==> src/rtl/c1541_gcr_deframer_if.sv <==
// Bit-source and track-buffer side signals of the GCR deframer.
interface c1541_gcr_deframer_if;
    logic       bit_en;
    logic       bit_in;
    logic       mtr;
    logic [5:0] track;
    logic       sync;
    logic [4:0] sector;
    logic [7:0] byte_addr;
    logic [7:0] ram_di;
    logic       ram_we;
    logic       hdr_ok;
    logic       data_ok;
    logic       cks_err;
    logic       gcr_err;

    modport master (
        output bit_en, bit_in, mtr, track,
        input  sync, sector, byte_addr, ram_di, ram_we,
        input  hdr_ok, data_ok, cks_err, gcr_err
    );

    modport slave (
        input  bit_en, bit_in, mtr, track,
        output sync, sector, byte_addr, ram_di, ram_we,
        output hdr_ok, data_ok, cks_err, gcr_err
    );
endinterface

==> src/rtl/c1541_gcr_deframer.sv <==
// 1541 GCR deframer: finds SYNC, frames 10-bit groups into bytes, parses
// header/data blocks and writes decoded sector bytes into the track buffer.
module c1541_gcr_deframer #(
    parameter int unsigned SYNC_BITS = 10
) (
    input  logic                  clk32,
    input  logic                  reset_n,
    c1541_gcr_deframer_if.slave   bus
);

    localparam int unsigned ONES_W     = 5;
    localparam int unsigned ONES_MAX   = 31;
    localparam int unsigned BIT_W      = 4;
    localparam int unsigned IDX_W      = 9;
    localparam int unsigned HDR_LAST   = 5;
    localparam int unsigned DATA_BYTES = 256;
    localparam int unsigned MAX_SECTOR = 20;
    localparam logic [7:0]  MARK_HDR   = 8'h08;
    localparam logic [7:0]  MARK_DATA  = 8'h07;

    typedef enum logic [2:0] {
        S_HUNT,
        S_SYNC,
        S_MARK,
        S_HEADER,
        S_DATA
    } state_e;

    // Inverse GCR table: {valid, nibble}
    function automatic logic [4:0] gcr_dec(input logic [4:0] code);
        case (code)
            5'b01010: gcr_dec = 5'h10;
            5'b01011: gcr_dec = 5'h11;
            5'b10010: gcr_dec = 5'h12;
            5'b10011: gcr_dec = 5'h13;
            5'b01110: gcr_dec = 5'h14;
            5'b01111: gcr_dec = 5'h15;
            5'b10110: gcr_dec = 5'h16;
            5'b10111: gcr_dec = 5'h17;
            5'b01001: gcr_dec = 5'h18;
            5'b11001: gcr_dec = 5'h19;
            5'b11010: gcr_dec = 5'h1A;
            5'b11011: gcr_dec = 5'h1B;
            5'b01101: gcr_dec = 5'h1C;
            5'b11101: gcr_dec = 5'h1D;
            5'b11110: gcr_dec = 5'h1E;
            5'b10101: gcr_dec = 5'h1F;
            default:  gcr_dec = 5'h00;
        endcase
    endfunction

    state_e             state_q, state_d;
    logic [ONES_W-1:0]  ones_q, ones_d;
    logic               sync_q, sync_d;
    logic [8:0]         shift_q, shift_d;
    logic [BIT_W-1:0]   bitcnt_q, bitcnt_d;
    logic [IDX_W-1:0]   idx_q, idx_d;
    logic [7:0]         xor_q, xor_d;
    logic               hdr_valid_q, hdr_valid_d;
    logic [5:0]         track_q, track_d;
    logic [4:0]         sector_q, sector_d;
    logic [7:0]         h_cks_q, h_cks_d;
    logic [7:0]         h_sec_q, h_sec_d;
    logic [7:0]         h_trk_q, h_trk_d;
    logic [7:0]         h_id2_q, h_id2_d;
    logic [7:0]         byte_addr_q, byte_addr_d;
    logic [7:0]         ram_di_q, ram_di_d;
    logic               ram_we_q, ram_we_d;
    logic               hdr_ok_q, hdr_ok_d;
    logic               data_ok_q, data_ok_d;
    logic               cks_err_q, cks_err_d;
    logic               gcr_err_q, gcr_err_d;

    logic [ONES_W-1:0]  ones_inc;
    logic               sync_hit;
    logic [9:0]         word;
    logic [4:0]         dec_hi;
    logic [4:0]         dec_lo;
    logic [7:0]         byte_val;
    logic               code_ok;
    logic               hdr_good;

    assign ones_inc = (ones_q == ONES_W'(ONES_MAX)) ? ones_q : ones_q + ONES_W'(1);
    assign sync_hit = bus.bit_en && bus.bit_in && (ones_inc >= ONES_W'(SYNC_BITS));
    assign word     = {shift_q, bus.bit_in};
    assign dec_hi   = gcr_dec(word[9:5]);
    assign dec_lo   = gcr_dec(word[4:0]);
    assign byte_val = {dec_hi[3:0], dec_lo[3:0]};
    assign code_ok  = dec_hi[4] && dec_lo[4];
    // byte_val is id1 when the header is evaluated
    assign hdr_good = (h_cks_q == (h_sec_q ^ h_trk_q ^ h_id2_q ^ byte_val))
                   && (h_trk_q == 8'(bus.track))
                   && (h_sec_q <= 8'(MAX_SECTOR));

    always_comb begin
        state_d     = state_q;
        ones_d      = ones_q;
        sync_d      = sync_q;
        shift_d     = shift_q;
        bitcnt_d    = bitcnt_q;
        idx_d       = idx_q;
        xor_d       = xor_q;
        hdr_valid_d = hdr_valid_q;
        track_d     = bus.track;
        sector_d    = sector_q;
        h_cks_d     = h_cks_q;
        h_sec_d     = h_sec_q;
        h_trk_d     = h_trk_q;
        h_id2_d     = h_id2_q;
        byte_addr_d = byte_addr_q;
        ram_di_d    = ram_di_q;
        ram_we_d    = 1'b0;
        hdr_ok_d    = 1'b0;
        data_ok_d   = 1'b0;
        cks_err_d   = 1'b0;
        gcr_err_d   = 1'b0;

        if (bus.track != track_q) begin
            hdr_valid_d = 1'b0;
            sector_d    = 5'd0;
        end

        if (!bus.mtr) begin
            state_d     = S_HUNT;
            hdr_valid_d = 1'b0;
            ones_d      = '0;
            sync_d      = 1'b0;
        end else if (bus.bit_en) begin
            ones_d  = bus.bit_in ? ones_inc : '0;
            sync_d  = sync_hit;
            shift_d = word[8:0];
            // SYNC wins over a byte completing on the same bit
            if (sync_hit) begin
                state_d = S_SYNC;
            end else begin
                case (state_q)
                    S_SYNC: begin
                        if (!bus.bit_in) begin
                            state_d  = S_MARK;
                            bitcnt_d = BIT_W'(1);
                        end
                    end
                    S_MARK, S_HEADER, S_DATA: begin
                        if (bitcnt_q != BIT_W'(9)) begin
                            bitcnt_d = bitcnt_q + BIT_W'(1);
                        end else begin
                            bitcnt_d = '0;
                            idx_d    = idx_q + IDX_W'(1);
                            if (!code_ok) begin
                                gcr_err_d = 1'b1;
                                state_d   = S_HUNT;
                            end else if (state_q == S_MARK) begin
                                idx_d = IDX_W'(1);
                                xor_d = 8'h00;
                                if (byte_val == MARK_HDR)
                                    state_d = S_HEADER;
                                else if (byte_val == MARK_DATA && hdr_valid_q)
                                    state_d = S_DATA;
                                else
                                    state_d = S_HUNT;
                            end else if (state_q == S_HEADER) begin
                                case (idx_q)
                                    IDX_W'(1): h_cks_d = byte_val;
                                    IDX_W'(2): h_sec_d = byte_val;
                                    IDX_W'(3): h_trk_d = byte_val;
                                    IDX_W'(4): h_id2_d = byte_val;
                                    default:   ;
                                endcase
                                if (idx_q == IDX_W'(HDR_LAST)) begin
                                    state_d = S_HUNT;
                                    if (hdr_good) begin
                                        sector_d    = h_sec_q[4:0];
                                        hdr_valid_d = 1'b1;
                                        hdr_ok_d    = 1'b1;
                                    end else begin
                                        hdr_valid_d = 1'b0;
                                        cks_err_d   = 1'b1;
                                    end
                                end
                            end else begin
                                if (idx_q <= IDX_W'(DATA_BYTES)) begin
                                    ram_we_d    = 1'b1;
                                    ram_di_d    = byte_val;
                                    byte_addr_d = 8'(idx_q - IDX_W'(1));
                                    xor_d       = xor_q ^ byte_val;
                                end else begin
                                    data_ok_d   = (byte_val == xor_q);
                                    cks_err_d   = (byte_val != xor_q);
                                    hdr_valid_d = 1'b0;
                                    state_d     = S_HUNT;
                                end
                            end
                        end
                    end
                    default: ;
                endcase
            end
        end
    end

    always_ff @(posedge clk32 or negedge reset_n) begin
        if (!reset_n) begin
            state_q     <= S_HUNT;
            ones_q      <= '0;
            sync_q      <= 1'b0;
            shift_q     <= '0;
            bitcnt_q    <= '0;
            idx_q       <= '0;
            xor_q       <= '0;
            hdr_valid_q <= 1'b0;
            track_q     <= '0;
            sector_q    <= '0;
            h_cks_q     <= '0;
            h_sec_q     <= '0;
            h_trk_q     <= '0;
            h_id2_q     <= '0;
            byte_addr_q <= '0;
            ram_di_q    <= '0;
            ram_we_q    <= 1'b0;
            hdr_ok_q    <= 1'b0;
            data_ok_q   <= 1'b0;
            cks_err_q   <= 1'b0;
            gcr_err_q   <= 1'b0;
        end else begin
            state_q     <= state_d;
            ones_q      <= ones_d;
            sync_q      <= sync_d;
            shift_q     <= shift_d;
            bitcnt_q    <= bitcnt_d;
            idx_q       <= idx_d;
            xor_q       <= xor_d;
            hdr_valid_q <= hdr_valid_d;
            track_q     <= track_d;
            sector_q    <= sector_d;
            h_cks_q     <= h_cks_d;
            h_sec_q     <= h_sec_d;
            h_trk_q     <= h_trk_d;
            h_id2_q     <= h_id2_d;
            byte_addr_q <= byte_addr_d;
            ram_di_q    <= ram_di_d;
            ram_we_q    <= ram_we_d;
            hdr_ok_q    <= hdr_ok_d;
            data_ok_q   <= data_ok_d;
            cks_err_q   <= cks_err_d;
            gcr_err_q   <= gcr_err_d;
        end
    end

    assign bus.sync      = sync_q;
    assign bus.sector    = sector_q;
    assign bus.byte_addr = byte_addr_q;
    assign bus.ram_di    = ram_di_q;
    assign bus.ram_we    = ram_we_q;
    assign bus.hdr_ok    = hdr_ok_q;
    assign bus.data_ok   = data_ok_q;
    assign bus.cks_err   = cks_err_q;
    assign bus.gcr_err   = gcr_err_q;

endmodule
==> src/flat_wrapper.sv <==
// flat-port wrapper written by rule: the top's interface ports become plain ports
module c1541_gcr_deframer_flat 
#(
    parameter int unsigned SYNC_BITS = 10
)
  (clk32, reset_n, bus_bit_en, bus_bit_in, bus_mtr, bus_track, bus_sync, bus_sector, bus_byte_addr, bus_ram_di, bus_ram_we, bus_hdr_ok, bus_data_ok, bus_cks_err, bus_gcr_err);
  c1541_gcr_deframer_if bus_i ();
  input  logic clk32;
  input  logic reset_n;
  input wire logic [$bits(bus_i.bit_en)-1:0] bus_bit_en;
  input wire logic [$bits(bus_i.bit_in)-1:0] bus_bit_in;
  input wire logic [$bits(bus_i.mtr)-1:0] bus_mtr;
  input wire logic [$bits(bus_i.track)-1:0] bus_track;
  output wire logic [$bits(bus_i.sync)-1:0] bus_sync;
  output wire logic [$bits(bus_i.sector)-1:0] bus_sector;
  output wire logic [$bits(bus_i.byte_addr)-1:0] bus_byte_addr;
  output wire logic [$bits(bus_i.ram_di)-1:0] bus_ram_di;
  output wire logic [$bits(bus_i.ram_we)-1:0] bus_ram_we;
  output wire logic [$bits(bus_i.hdr_ok)-1:0] bus_hdr_ok;
  output wire logic [$bits(bus_i.data_ok)-1:0] bus_data_ok;
  output wire logic [$bits(bus_i.cks_err)-1:0] bus_cks_err;
  output wire logic [$bits(bus_i.gcr_err)-1:0] bus_gcr_err;
  assign bus_i.bit_en = bus_bit_en;
  assign bus_i.bit_in = bus_bit_in;
  assign bus_i.mtr = bus_mtr;
  assign bus_i.track = bus_track;
  assign bus_sync = bus_i.sync;
  assign bus_sector = bus_i.sector;
  assign bus_byte_addr = bus_i.byte_addr;
  assign bus_ram_di = bus_i.ram_di;
  assign bus_ram_we = bus_i.ram_we;
  assign bus_hdr_ok = bus_i.hdr_ok;
  assign bus_data_ok = bus_i.data_ok;
  assign bus_cks_err = bus_i.cks_err;
  assign bus_gcr_err = bus_i.gcr_err;
  c1541_gcr_deframer #(.SYNC_BITS(SYNC_BITS)) u_core (.clk32(clk32), .reset_n(reset_n), .bus(bus_i));
endmodule
==> config.mk <==
export PLATFORM = sky130hd
export DESIGN_NAME = c1541_gcr_deframer_flat
export DESIGN_NICKNAME = d
export VERILOG_FILES = /design/src/rtl/c1541_gcr_deframer_if.sv /design/src/rtl/c1541_gcr_deframer.sv /design/src/flat_wrapper.sv
export SDC_FILE = /design/constraint.sdc
export NUM_CORES = 1
export LEC_CHECK = 0
export CELL_PAD_IN_SITES_DETAIL_PLACEMENT = 0
export CELL_PAD_IN_SITES_GLOBAL_PLACEMENT = 1
export CORE_MARGIN = 5
export CORE_UTILIZATION = 47
export DETAILED_ROUTE_END_ITERATION = 10
export PLACE_DENSITY_LB_ADDON = 0.1
export SYNTH_ARGS = -nofsm -noshare
export SYNTH_HDL_FRONTEND = slang
export SYNTH_SLANG_ARGS = --single-unit
export TNS_END_PERCENT = 100
==> constraint.sdc <==
create_clock -name clk32 -period 2.9 [get_ports clk32]
set_input_delay 0.725 -clock clk32 [delete_from_list [all_inputs] [get_ports clk32]]
set_output_delay 0.725 -clock clk32 [all_outputs]
set_load 0.1 [all_outputs]
=== Word-level counts from Yosys, hierarchy flattened ===
Memories as Yosys holds them, arrays and structs flattened.
Index checks and enable logic that the tools add are counted.
W data, S select, Z words.

* Bits in read-only memories: 320
* Memories: 2
* Logic and storage cells: 177
* Output and inout port bits: 27
* Flip-flop bits (word level): 104

* Equality and inequality tests: 26
* Reductions and logical operators: 19
* Magnitude comparators: 3
* Bitwise gates (word level): 8
* Mux-type cells: 94
* Add/subtract/negate cells: 4

{| class="wikitable"
|+ Memory list
! name !! words !! bits a word !! read ports !! clocked after memory_dff !! write ports !! RTL line !! source
|-
| (no name shown) || 32 || 5 || 1 || 0 || 0 || c1541_gcr_deframer.sv:31 || <nowiki>case (code)</nowiki>
|-
| (no name shown) || 32 || 5 || 1 || 0 || 0 || c1541_gcr_deframer.sv:31 ||
|}

{| class="wikitable"
|+ Operator list
! operator !! number
|-
| $mux W5 || 15
|-
| $mux W1 || 58
|-
| $reduce_and A9 Y1 || 5
|-
| $mux W3 || 12
|-
| $xor A8 B8 Y8 || 4
|-
| $mux W8 || 3
|-
| $eq A9 B2 Y1 const B || 2
|-
| $eq A9 B3 Y1 const B || 2
|-
| $mux W9 || 2
|-
| $eq A8 B8 Y1 || 2
|-
| $ne A7 B6 Y1 const B || 2
|-
| $reduce_and A5 Y1 || 2
|-
| $add A9 B1 Y9 const B || 1
|-
| $eq A9 B1 Y1 const B || 1
|-
| $le A9 B9 Y1 const B || 1
|-
| $eq A8 B3 Y1 const B || 1
|-
| $eq A8 B4 Y1 const B || 1
|-
| $eq A8 B6 Y1 || 1
|-
| $le A8 B5 Y1 const B || 1
|-
| $mux W4 || 2
|-
| $ne A4 B3 Y1 const B || 2
|-
| $ne A8 B8 Y1 || 1
|-
| $pmux W4 S2 || 1
|-
| $reduce_and A8 Y1 || 1
|-
| 20 further kinds || 31
|}

=== Longest topological paths before layout ===
Gate-level depths: netlist of the first run.

* Word-level depth: 16
* Depth in mapped cells: 10
* Gate-level depth less buffers: 9

=== Least setup slack after synthesis of the first run ===
OpenSTA, ideal clock, no wires.

* Kind: input port to flip-flop
* From: input port bus_bit_in
* To: register u_core.h_id2_q[3]
* Required time: 2,772 ps
* Path slack: 105 ps
* Stages: 10
* Buffers on the path: 1
* Data arrival time: 2,667 ps
* Setup time: 128 ps
* Cell sequence: inv_1 ha_1 or2_2 a21oi_1 a221oi_1 nor3_2 and4_1 buf_4 nand3_4 mux2_1

* Longest elaborated chain between the ends: 4
* Elaborated cells on any way between the ends: 6

{| class="wikitable"
|+ RTL lines
! what !! RTL line !! source
|-
| start, declared || flat_wrapper.sv:11 || <nowiki>input wire logic [$bits(bus_i.bit_in)-1:0] bus_bit_in;</nowiki>
|-
| parallel branches: the longest is 4 deep, another holds $mem_v2 Z32 W5 || n/a ||
|-
| end signal, assigned || c1541_gcr_deframer.sv:238 || <nowiki>h_id2_q <= h_id2_d;</nowiki>
|-
| end, declared || c1541_gcr_deframer.sv:65 || <nowiki>logic [7:0] h_id2_q, h_id2_d;</nowiki>
|}

Several ways; the timed one is not identified.
A chain may end at the register's enable or synchronous reset.

=== Worst setup path in the final report of the first run ===
* From: input port bus_bit_in
* To: register u_core.sector_q[2] (netlist: u_core.bus.sector[2])

* Longest elaborated chain between the ends: 15
* Elaborated cells on any way between the ends: 18

{| class="wikitable"
|+ RTL lines
! what !! RTL line !! source
|-
| $mem_v2 Z32 W5 || n/a ||
|-
| $xor A8 B8 Y8 || c1541_gcr_deframer.sv:91 || <nowiki>assign hdr_good = (h_cks_q == (h_sec_q ^ h_trk_q ^ h_id2_q ^ byte_val))</nowiki>
|-
| $eq A8 B8 Y1 || c1541_gcr_deframer.sv:91 ||
|-
| $logic_and A1 B1 Y1 || c1541_gcr_deframer.sv:92 || <nowiki>&& (h_trk_q == 8'(bus.track))</nowiki>
|-
| $logic_and A1 B1 Y1 || c1541_gcr_deframer.sv:93 || <nowiki>&& (h_sec_q <= 8'(MAX_SECTOR));</nowiki>
|-
| $mux W5 || c1541_gcr_deframer.sv:171 || <nowiki>if (hdr_good) begin</nowiki>
|-
| $mux W5 || c1541_gcr_deframer.sv:169 || <nowiki>if (idx_q == IDX_W'(HDR_LAST)) begin</nowiki>
|-
| $mux W5 || c1541_gcr_deframer.sv:161 || <nowiki>end else if (state_q == S_HEADER) begin</nowiki>
|-
| $mux W5 || c1541_gcr_deframer.sv:152 || <nowiki>end else if (state_q == S_MARK) begin</nowiki>
|-
| $mux W5 || c1541_gcr_deframer.sv:149 || <nowiki>if (!code_ok) begin</nowiki>
|-
| $mux W5 || c1541_gcr_deframer.sv:144 || <nowiki>if (bitcnt_q != BIT_W'(9)) begin</nowiki>
|-
| $mux W5 || c1541_gcr_deframer.sv:136 || <nowiki>case (state_q)</nowiki>
|-
| $mux W5 * || c1541_gcr_deframer.sv:133 || <nowiki>if (sync_hit) begin</nowiki>
|-
| $mux W5 * || c1541_gcr_deframer.sv:128 || <nowiki>end else if (bus.bit_en) begin</nowiki>
|-
| $mux W5 * || c1541_gcr_deframer.sv:123 || <nowiki>if (!bus.mtr) begin</nowiki>
|-
| named net u_core.sector_d[2] || c1541_gcr_deframer.sv:61 || <nowiki>logic [4:0] sector_q, sector_d;</nowiki>
|-
| end signal, assigned || c1541_gcr_deframer.sv:234 || <nowiki>sector_q <= sector_d;</nowiki>
|-
| end, declared || c1541_gcr_deframer.sv:61 ||
|}

Mark *: on every way through the listed nets, which the timed path passes. The rest lies on a longest branch.

==> results of run 1 <==
[final cells by class]
| cell class | instances | share of cell area |
|---|---|---|
| sequential | 104 | 0.362 |
| inverter | 24 | 0.0125 |
| clock buffer | 11 | 0.0352 |
| tap | 172 | 0.0299 |
| timing repair buffer | 89 | 0.101 |
| multi-input combinational | 441 | 0.447 |
| clock inverter | 5 | 0.0118 |
[what timing repair did]
action | CTS | global route
pin swaps | 4 | 4
cloned | 0 | 0
setup buffers | 1 | 0
resized for setup | 2 | 6
setup endpoints to repair | 47 | 11
[power by group]
| part | internal (mW) | total (mW) | leakage (nW) | switching, mW |
|---|---|---|---|---|
| sequential | 1.49 | 1.59 | 1.43 | 0.0940 |
| clock | 0.810 | 1.38 | 0.163 | 0.567 |
| combinational | 0.336 | 0.742 | 1.72 | 0.405 |
[sequential cells by signal, indices dropped and copies added, names as in the netlist]
register and flops:
u_core.bus.sector 5, u_core.h_id2_q 8, u_core.h_trk_q 8, u_core.bus.gcr_err 1
u_core.shift_q 9, u_core.ones_q 5, u_core.h_sec_q 8, u_core.hdr_valid_q 1
u_core.bitcnt_q 4, u_core.bus.cks_err 1, u_core.bus.byte_addr 8, u_core.h_cks_q 8
u_core.bus.hdr_ok 1, u_core.bus.ram_di 8, u_core.bus.ram_we 1, u_core.xor_q 8
u_core.bus.data_ok 1, u_core.bus.sync 1, u_core.state_q 3, u_core.track_q 6
u_core.idx_q 9
[per-layer routing]
layer  track usage  wire length [microns]  vias to the layer above
met3        0.0343                    473                       13
met2         0.307                   6480                       78
met1         0.289                   7060                     2204
li1              -                      -                     2253
met4        0.0699                    205                        0
met5             0                      0                        -
[stage by stage]
stage / util / TNS, ns / hold slack [ns] / setup slack [ns] / cells
6_report: 0.572 / 0 / 0.275 / 0.183 / 846
5_1_grt: 0.572 / 0 / 0.293 / 0.0106 / 846
4_1_cts: 0.571 / 0 / 0.272 / 0.107 / 846
3_5_place_dp: 0.543 / -29.57 / 0.471 / -0.501 / 829
3_3_place_gp: 0.543 / -26.82 / 0.465 / -0.464 / 829
2_1_floorplan: - / 0 / 0.429 / 0.105 / 591
[path summary, 6_finish.rpt]
path	startpoint	end	slack [ns]	depth (start not counted)
max	bus_bit_in	u_core.bus.sector[2]$_DFF_PN0_	0.18	12
min	reset_n	u_core.bus.sector[3]$_DFF_PN0_	0.27	1
max reg2reg	u_core.shift_q[0]$_DFFE_PN0P_	u_core.bus.sector[2]$_DFF_PN0_	0.23	10
min reg2reg	u_core.idx_q[8]$_DFFE_PN0P_	u_core.idx_q[8]$_DFFE_PN0P_	0.47	1
max in group asynchronous	reset_n	u_core.bus.byte_addr[0]$_DFFE_PN0P_	1.84	2
min in group clk32	u_core.idx_q[8]$_DFFE_PN0P_	u_core.idx_q[8]$_DFFE_PN0P_	0.47	1
[cells in the final DEF (no fill, tap or decap), drive strengths merged, types with 5 or more instances in the layout]
master,count
nor4,7
nor2,38
a21o,6
dfrtp,104
xor2,18
inv,26
and2,5
o31ai,14
mux2i,9
ha,22
xnor2,36
a21oi,15
buf,80
nand3,22
nand4,12
nor2b,12
mux2,43
nand3b,6
nand2,47
nor3,12
o21ai,47
and3,6
clkdlybuf4s50,8
clkbuf,11
nand2b,11
a31oi,6
[synthesized netlist by cell type, types with 3 or more instances]
cell	instances	area (sq um)
nand2b_1	11	68.8
a21o_1	6	45.0
nand3_1	18	90.1
nand4_1	10	62.6
clkbuf_1	11	41.3
nand3b_1	6	45.0
nor3_1	10	50.1
nand3_4	4	70.1
buf_4	3	22.5
ha_1	22	275
o21ai_0	46	230
o21a_1	3	22.5
o22ai_1	3	18.8
dfrtp_1	104	2600
a31oi_1	6	37.5
nand2_1	47	176
nor4_1	7	43.8
inv_1	24	90.1
xnor2_1	36	315
o21bai_1	4	30.0
buf_2	6	30.0
mux2_2	41	462
mux2i_1	9	90.1
o31ai_1	13	97.6
nor2b_1	12	75.1
and2_1	4	25.0
and3_1	6	37.5
xor2_1	18	158
nor2_1	37	139
a21oi_1	14	70.1
or3b_1	3	26.3
[cells by family (layout without fill, tap and decap cells)]
logic type               after synthesis  count (layout)  share of synthesized area
flip-flops                           104             104                      0.433
XOR/XNOR                              54              54                     0.0787
AO/OA/AOI/OAI                        117             117                      0.130
adder cells (fa/ha/maj)               22              22                     0.0458
multiplexers                          52              52                     0.0956
buffers and inverters                 46             129                     0.0344
AND/OR/NAND/NOR                      196             196                      0.183
[worst max-delay path, delay by kind of cell]
family,cells,cell delay [ns]
buffers and inverters,4,0.54
and+or+nand+nor,3,0.62
adders and majority gates,1,0.18
AOI/OAI and AO/OA,2,0.55
muxes,1,0.23
xor gates and xnor gates,1,0.15
==> metrics.yaml, run 1 <==
status: "completed"
gr-usage-all-layers: 0.201
pin_count: 38
cts_made_buffers: 9
final_max_slew_viol_count: 0
drtIter0Drc: 296
htreeDepth: 3
core-area_sq_um: 12600
register_area_sq_um: 2600
cp_max_fo: 5
routed_wl_microns: 14200
path_class: "in -> reg"
synth_area_sq_um: 6010
cts_hold_buffers: 0
grt.overflow.total: 0
postSynthCellCount: 591
dieArea_sq_um: 15100
fmax_mhz: 368
grt_pass1_wl_microns: 23600
area_growth_pct: 19.6
tightest_slew_ns: 0.672
portBuffers: 37
cts_tree: "built"
gp_congestion: 0.813
hold_violations: 0
nets: 702
fin_crit_ns: 2.72
start_util: 0.478
cts_num_sinks: 104
critPathCaptureType: "flop"
wl_per_cell_microns: 16.8
via_per_inst: 5.38
synth-async-reset-ratio: 1.00
hold_path.class: "in -> async"
maxCapViolCount: 0
required_ns: 3.17
antenna_found_initial: 0
drc_errors: 0
ys_warn_count: 0
slew_headroom: 0.552
ys_ff_latch: 104
postPlaceCellArea_sq_um: 6830
clk_latency_ns: 0.36
clockBufferDepth: 2
cp_cell_sequence: "clkdlybuf4s15_1 -> inv_2 -> buf_4 -> buf_4 -> ha_1 -> nand2b_1 -> a41o_1 -> xnor2_2 -> a221oi_2 -> nand4_2 -> nor3_4 -> mux2i_1"
vias: 4548
design_power_total_mw: 3.71
finClkSkew_ns: 0.00940
ys_types: 70
fp-row-count: 41
irDropWorstVdd_v: 0.000291
slowest_delay_ns: 0.31
grt_max_degree: 46
synth-main-ff-cell: "dfrtp_1"
power_density_nw_per_um2: 516
fin_area_sq_um: 7190
rsz0062_at_grt: "no"
grt_pass1_vias: 4490
synth-edff-count: 0
drive_gt1_frac: 0.239
ys_seq_area_frac: 0.433
dp_hpwl_microns: 10500
die_h_microns: 123
fillers: 1119
crit_arrival_ns: 2.99
cp_common_cell: "buf_4"
post-route-period-util: 0.937
start_kind: "input pin"
antenna_cells: 0
leakage_nw: 3.31
ant_nets: 0
multiInputGateArea_sq_um: 3210
setup_viol: 0
critPathSlowestCell: "a41o_1"
path_clk_slew_ns: 0.07
cts_root_buf: "clkbuf_16"
synth_nets: 624
syn_area_per_cell_sq_um: 10.2
dr.pass1.iters: 5
die_w_microns: 123
Power figures use the tool's default switching activity.
==> inputs of run 2 (changes only) <==
--- a/config.mk
+++ b/config.mk
@@ -8,7 +8,8 @@
 export CELL_PAD_IN_SITES_DETAIL_PLACEMENT = 0
 export CELL_PAD_IN_SITES_GLOBAL_PLACEMENT = 1
 export CORE_MARGIN = 5
-export CORE_UTILIZATION = 47
+export CORE_UTILIZATION = 49
+export CTS_BUF_LIST = sky130_fd_sc_hd__clkbuf_4 sky130_fd_sc_hd__clkbuf_8
 export DETAILED_ROUTE_END_ITERATION = 10
 export PLACE_DENSITY_LB_ADDON = 0.1
 export SYNTH_ARGS = -nofsm -noshare
==> metrics.yaml, run 2 (same netlist as run 1, synthesis figures left out) <==
path_clk_slew_ns: 0.12  # was 0.07 ns
finClkSkew_ns: 0.0148  # was 0.00940 ns
mostFrequentLayoutCells: "104 x dfrtp_1, 80 x buf_4, 47 x nand2_1"  # was 103 x dfrtp_1, 77 x buf_4, 47 x nand2_1
maxCapViolCount: 0  # unchanged
timing.rr.end: "u_core.bus.sector[2]$_DFF_PN0_"  # unchanged
dp_hpwl_microns: 10400  # was 10500 microns
final_max_slew_viol_count: 0  # unchanged
grt_pass1_wl_microns: 23500  # was 23600 microns
hold_violations: 0  # unchanged
pin_count: 38  # unchanged
fp-row-count: 40  # was 41
grt.overflow.total: 0  # unchanged
r2r_slack_ns: 0.26  # was 0.23 ns
grt_max_degree: 105  # was 46
start_kind: "flop"  # was input pin
slew_headroom: 0.499  # was 0.552
critPathCaptureType: "flop"  # unchanged
die_h_microns: 121  # was 123 microns
drive_gt1_frac: 0.250  # was 0.239
cp_cell_sequence: "inv_1 -> ha_4 -> nand2_1 -> a21oi_2 -> buf_4 -> or3b_1 -> a221oi_2 -> nand4_2 -> nor3_4 -> mux2i_1"  # was clkdlybuf4s15_1 -> inv_2 -> buf_4 -> buf_4 -> ha_1 -> nand2b_1 -> a41o_1 -> xnor2_2 -> a221oi_2 -> nand4_2 -> nor3_4 -> mux2i_1
cp_max_fo: 6  # was 5
crit_buf_inv: 2  # was 4
gr-usage-met1: 0.294  # was 0.289
nets: 705  # was 702
cts_root_buf: "clkbuf_8"  # was clkbuf_16
gp_congestion: 0.835  # was 0.813
power_density_nw_per_um2: 482  # was 516 nW/um^2
fin_area_sq_um: 7110  # was 7190 sq um
cts_num_sinks: 104  # unchanged
final.setup.tns_ns: 0  # unchanged
routed_wl_microns: 14200  # about the same
crit_arrival_ns: 2.95  # was 2.99 ns
dr.pass1.iters: 5  # unchanged
antenna_cells: 0  # unchanged
design_power_total_mw: 3.43  # was 3.71 mW
path_class: "reg -> reg"  # was in -> reg
cts_made_buffers: 9  # unchanged
met3_usage: 0.0285  # was 0.0343
slowest_delay_ns: 0.47  # was 0.31 ns
critPathSlowestCell: "dfrtp_1"  # was a41o_1
wl_per_cell_microns: 17.3  # was 16.8 microns
die_w_microns: 121  # was 123 microns
drc_errors: 0  # unchanged
setup_viol: 0  # unchanged
drtIter0Drc: 301  # was 296
area_growth_pct: 18.3  # was 19.6%
critical-path-top-delay-family: "simple AND/OR/NAND/NOR gates"  # unchanged
globalRouteMet2Util: 0.323  # was 0.307
final_common_cell: "dfrtp_1"  # unchanged
grt_busiest_layer: "met2"  # unchanged
tightest_slew_ns: 0.752  # was 0.672 ns
top_regs: "u_core.idx_q x9, u_core.shift_q x9"  # unchanged
vias: 4580  # was 4548
leakage_nw: 3.29  # was 3.31 nW
clockBufferDepth: 2  # unchanged
post-route-period-util: 0.910  # was 0.937
fmax_mhz: 379  # was 368 MHz
gr-usage-all-layers: 0.205  # was 0.201
required_ns: 3.21  # was 3.17 ns
cts_tree: "built"  # unchanged
dieArea_sq_um: 14600  # was 15100 sq um
reg2regPathDepth: 10  # unchanged
rsz0062_at_grt: "no"  # unchanged
antenna_found_initial: 0  # unchanged
status: "completed"  # unchanged
htreeDepth: 3  # unchanged
r2r_start: "u_core.shift_q[0]$_DFFE_PN0P_"  # unchanged
portBuffers: 37  # unchanged
irDropWorstVdd_v: 0.000331  # was 0.000291 V
start_util: 0.500  # was 0.478
postPlaceCellArea_sq_um: 6820  # was 6830 sq um
hold_path.class: "in -> async"  # unchanged
via_per_inst: 5.56  # was 5.38
core-area_sq_um: 12000  # was 12600 sq um
ant_nets: 0  # unchanged
clk_latency_ns: 0.38  # was 0.36 ns
grt_pass1_vias: 4433  # was 4490
fin_crit_ns: 2.64  # was 2.72 ns
==> run 2: changes by cell type in the layout (fill, tap and decap cells not counted), moves of 2 or more <==
cell,change
ha_1,-2
clkbuf_8,+8
a21oi_1,-2
buf_4,+3
a21oi_2,+2
clkbuf_16,-9
==> run 2: worst max path at each step <==
| stage | endpoint | depth (start not counted) | from | slack [ns] |
|---|---|---|---|---|
| 2_1_floorplan | u_core.h_id2_q[3]$_DFFE_PN0P_ | 10 | bus_bit_in | 0.11 |
| 3_3_place_gp | u_core.h_id2_q[3]$_DFFE_PN0P_ | 10 | bus_bit_in | -0.47 |
| 3_5_place_dp | u_core.h_id2_q[3]$_DFFE_PN0P_ | 10 | bus_bit_in | -0.55 |
| 4_1_cts | u_core.bus.sector[2]$_DFF_PN0_ | 12 | bus_bit_in | 0.008 |
| 5_1_grt | u_core.idx_q[0]$_DFFE_PN0P_ | 9 | u_core.ones_q[0]$_DFFE_PN0N_ | 0.08 |
| 6_report | u_core.bus.sector[2]$_DFF_PN0_ | 10 | u_core.shift_q[0]$_DFFE_PN0P_ | 0.26 |
==> run 2: per-layer routing <==
| layer | wire length (microns) | vias to the layer above |
|---|---|---|
| met2 | 6740 | 76 |
| met1 | 6910 | 2238 |
| met4 | 193 | 0 |
| li1 | - | 2252 |
| met5 | 0 | - |
| met3 | 411 | 14 |
==> run 2: report_power, final <==
group / internal (mW) / switching (mW) / total [mW]
logic: 0.353 / 0.412 / 0.765
clock network: 0.524 / 0.549 / 1.07
registers: 1.49 / 0.0981 / 1.59
total: 2.37 / 1.06 / 3.43
==> run 2: cell type report <==
type	instances	area, sq um
Clock buffer	10	138
Multi-Input combinational cell	441	3250
Fill cell	1054	4900
Clock inverter	6	97.6
Timing Repair Buffer	92	753
Sequential cell	104	2600
Inverter	24	90.1
Tap cell	147	184
==> run 2: per-stage QoR <==
step / cells / utilization / setup WS (ns) / hold WS (ns)
floorplan: 591 / - / 0.105 / 0.429
global placement: 807 / 0.568 / -0.472 / 0.466
detailed placement: 807 / 0.568 / -0.546 / 0.469
CTS: 824 / 0.589 / 0.00795 / 0.410
global route: 824 / 0.592 / 0.0819 / 0.420
finish: 824 / 0.592 / 0.261 / 0.381
==> run 2: what timing repair did <==
action	CTS	global route
resized for setup	3	10
setup buffers	1	0
endpoints found under the setup margin	36	16
hold buffers	0	0
pin swaps	6	5
==> run 2: worst reg2reg max path, cell delays in order, from the launching register on <==
cell and delay (ns):
dfrtp_1 0.47, inv_1 0.24, ha_4 0.25, nand2_1 0.07, a21oi_2 0.06, buf_4 0.14, or3b_1 0.36, a221oi_2 0.30
nand4_2 0.17, nor3_4 0.27, mux2i_1 0.22
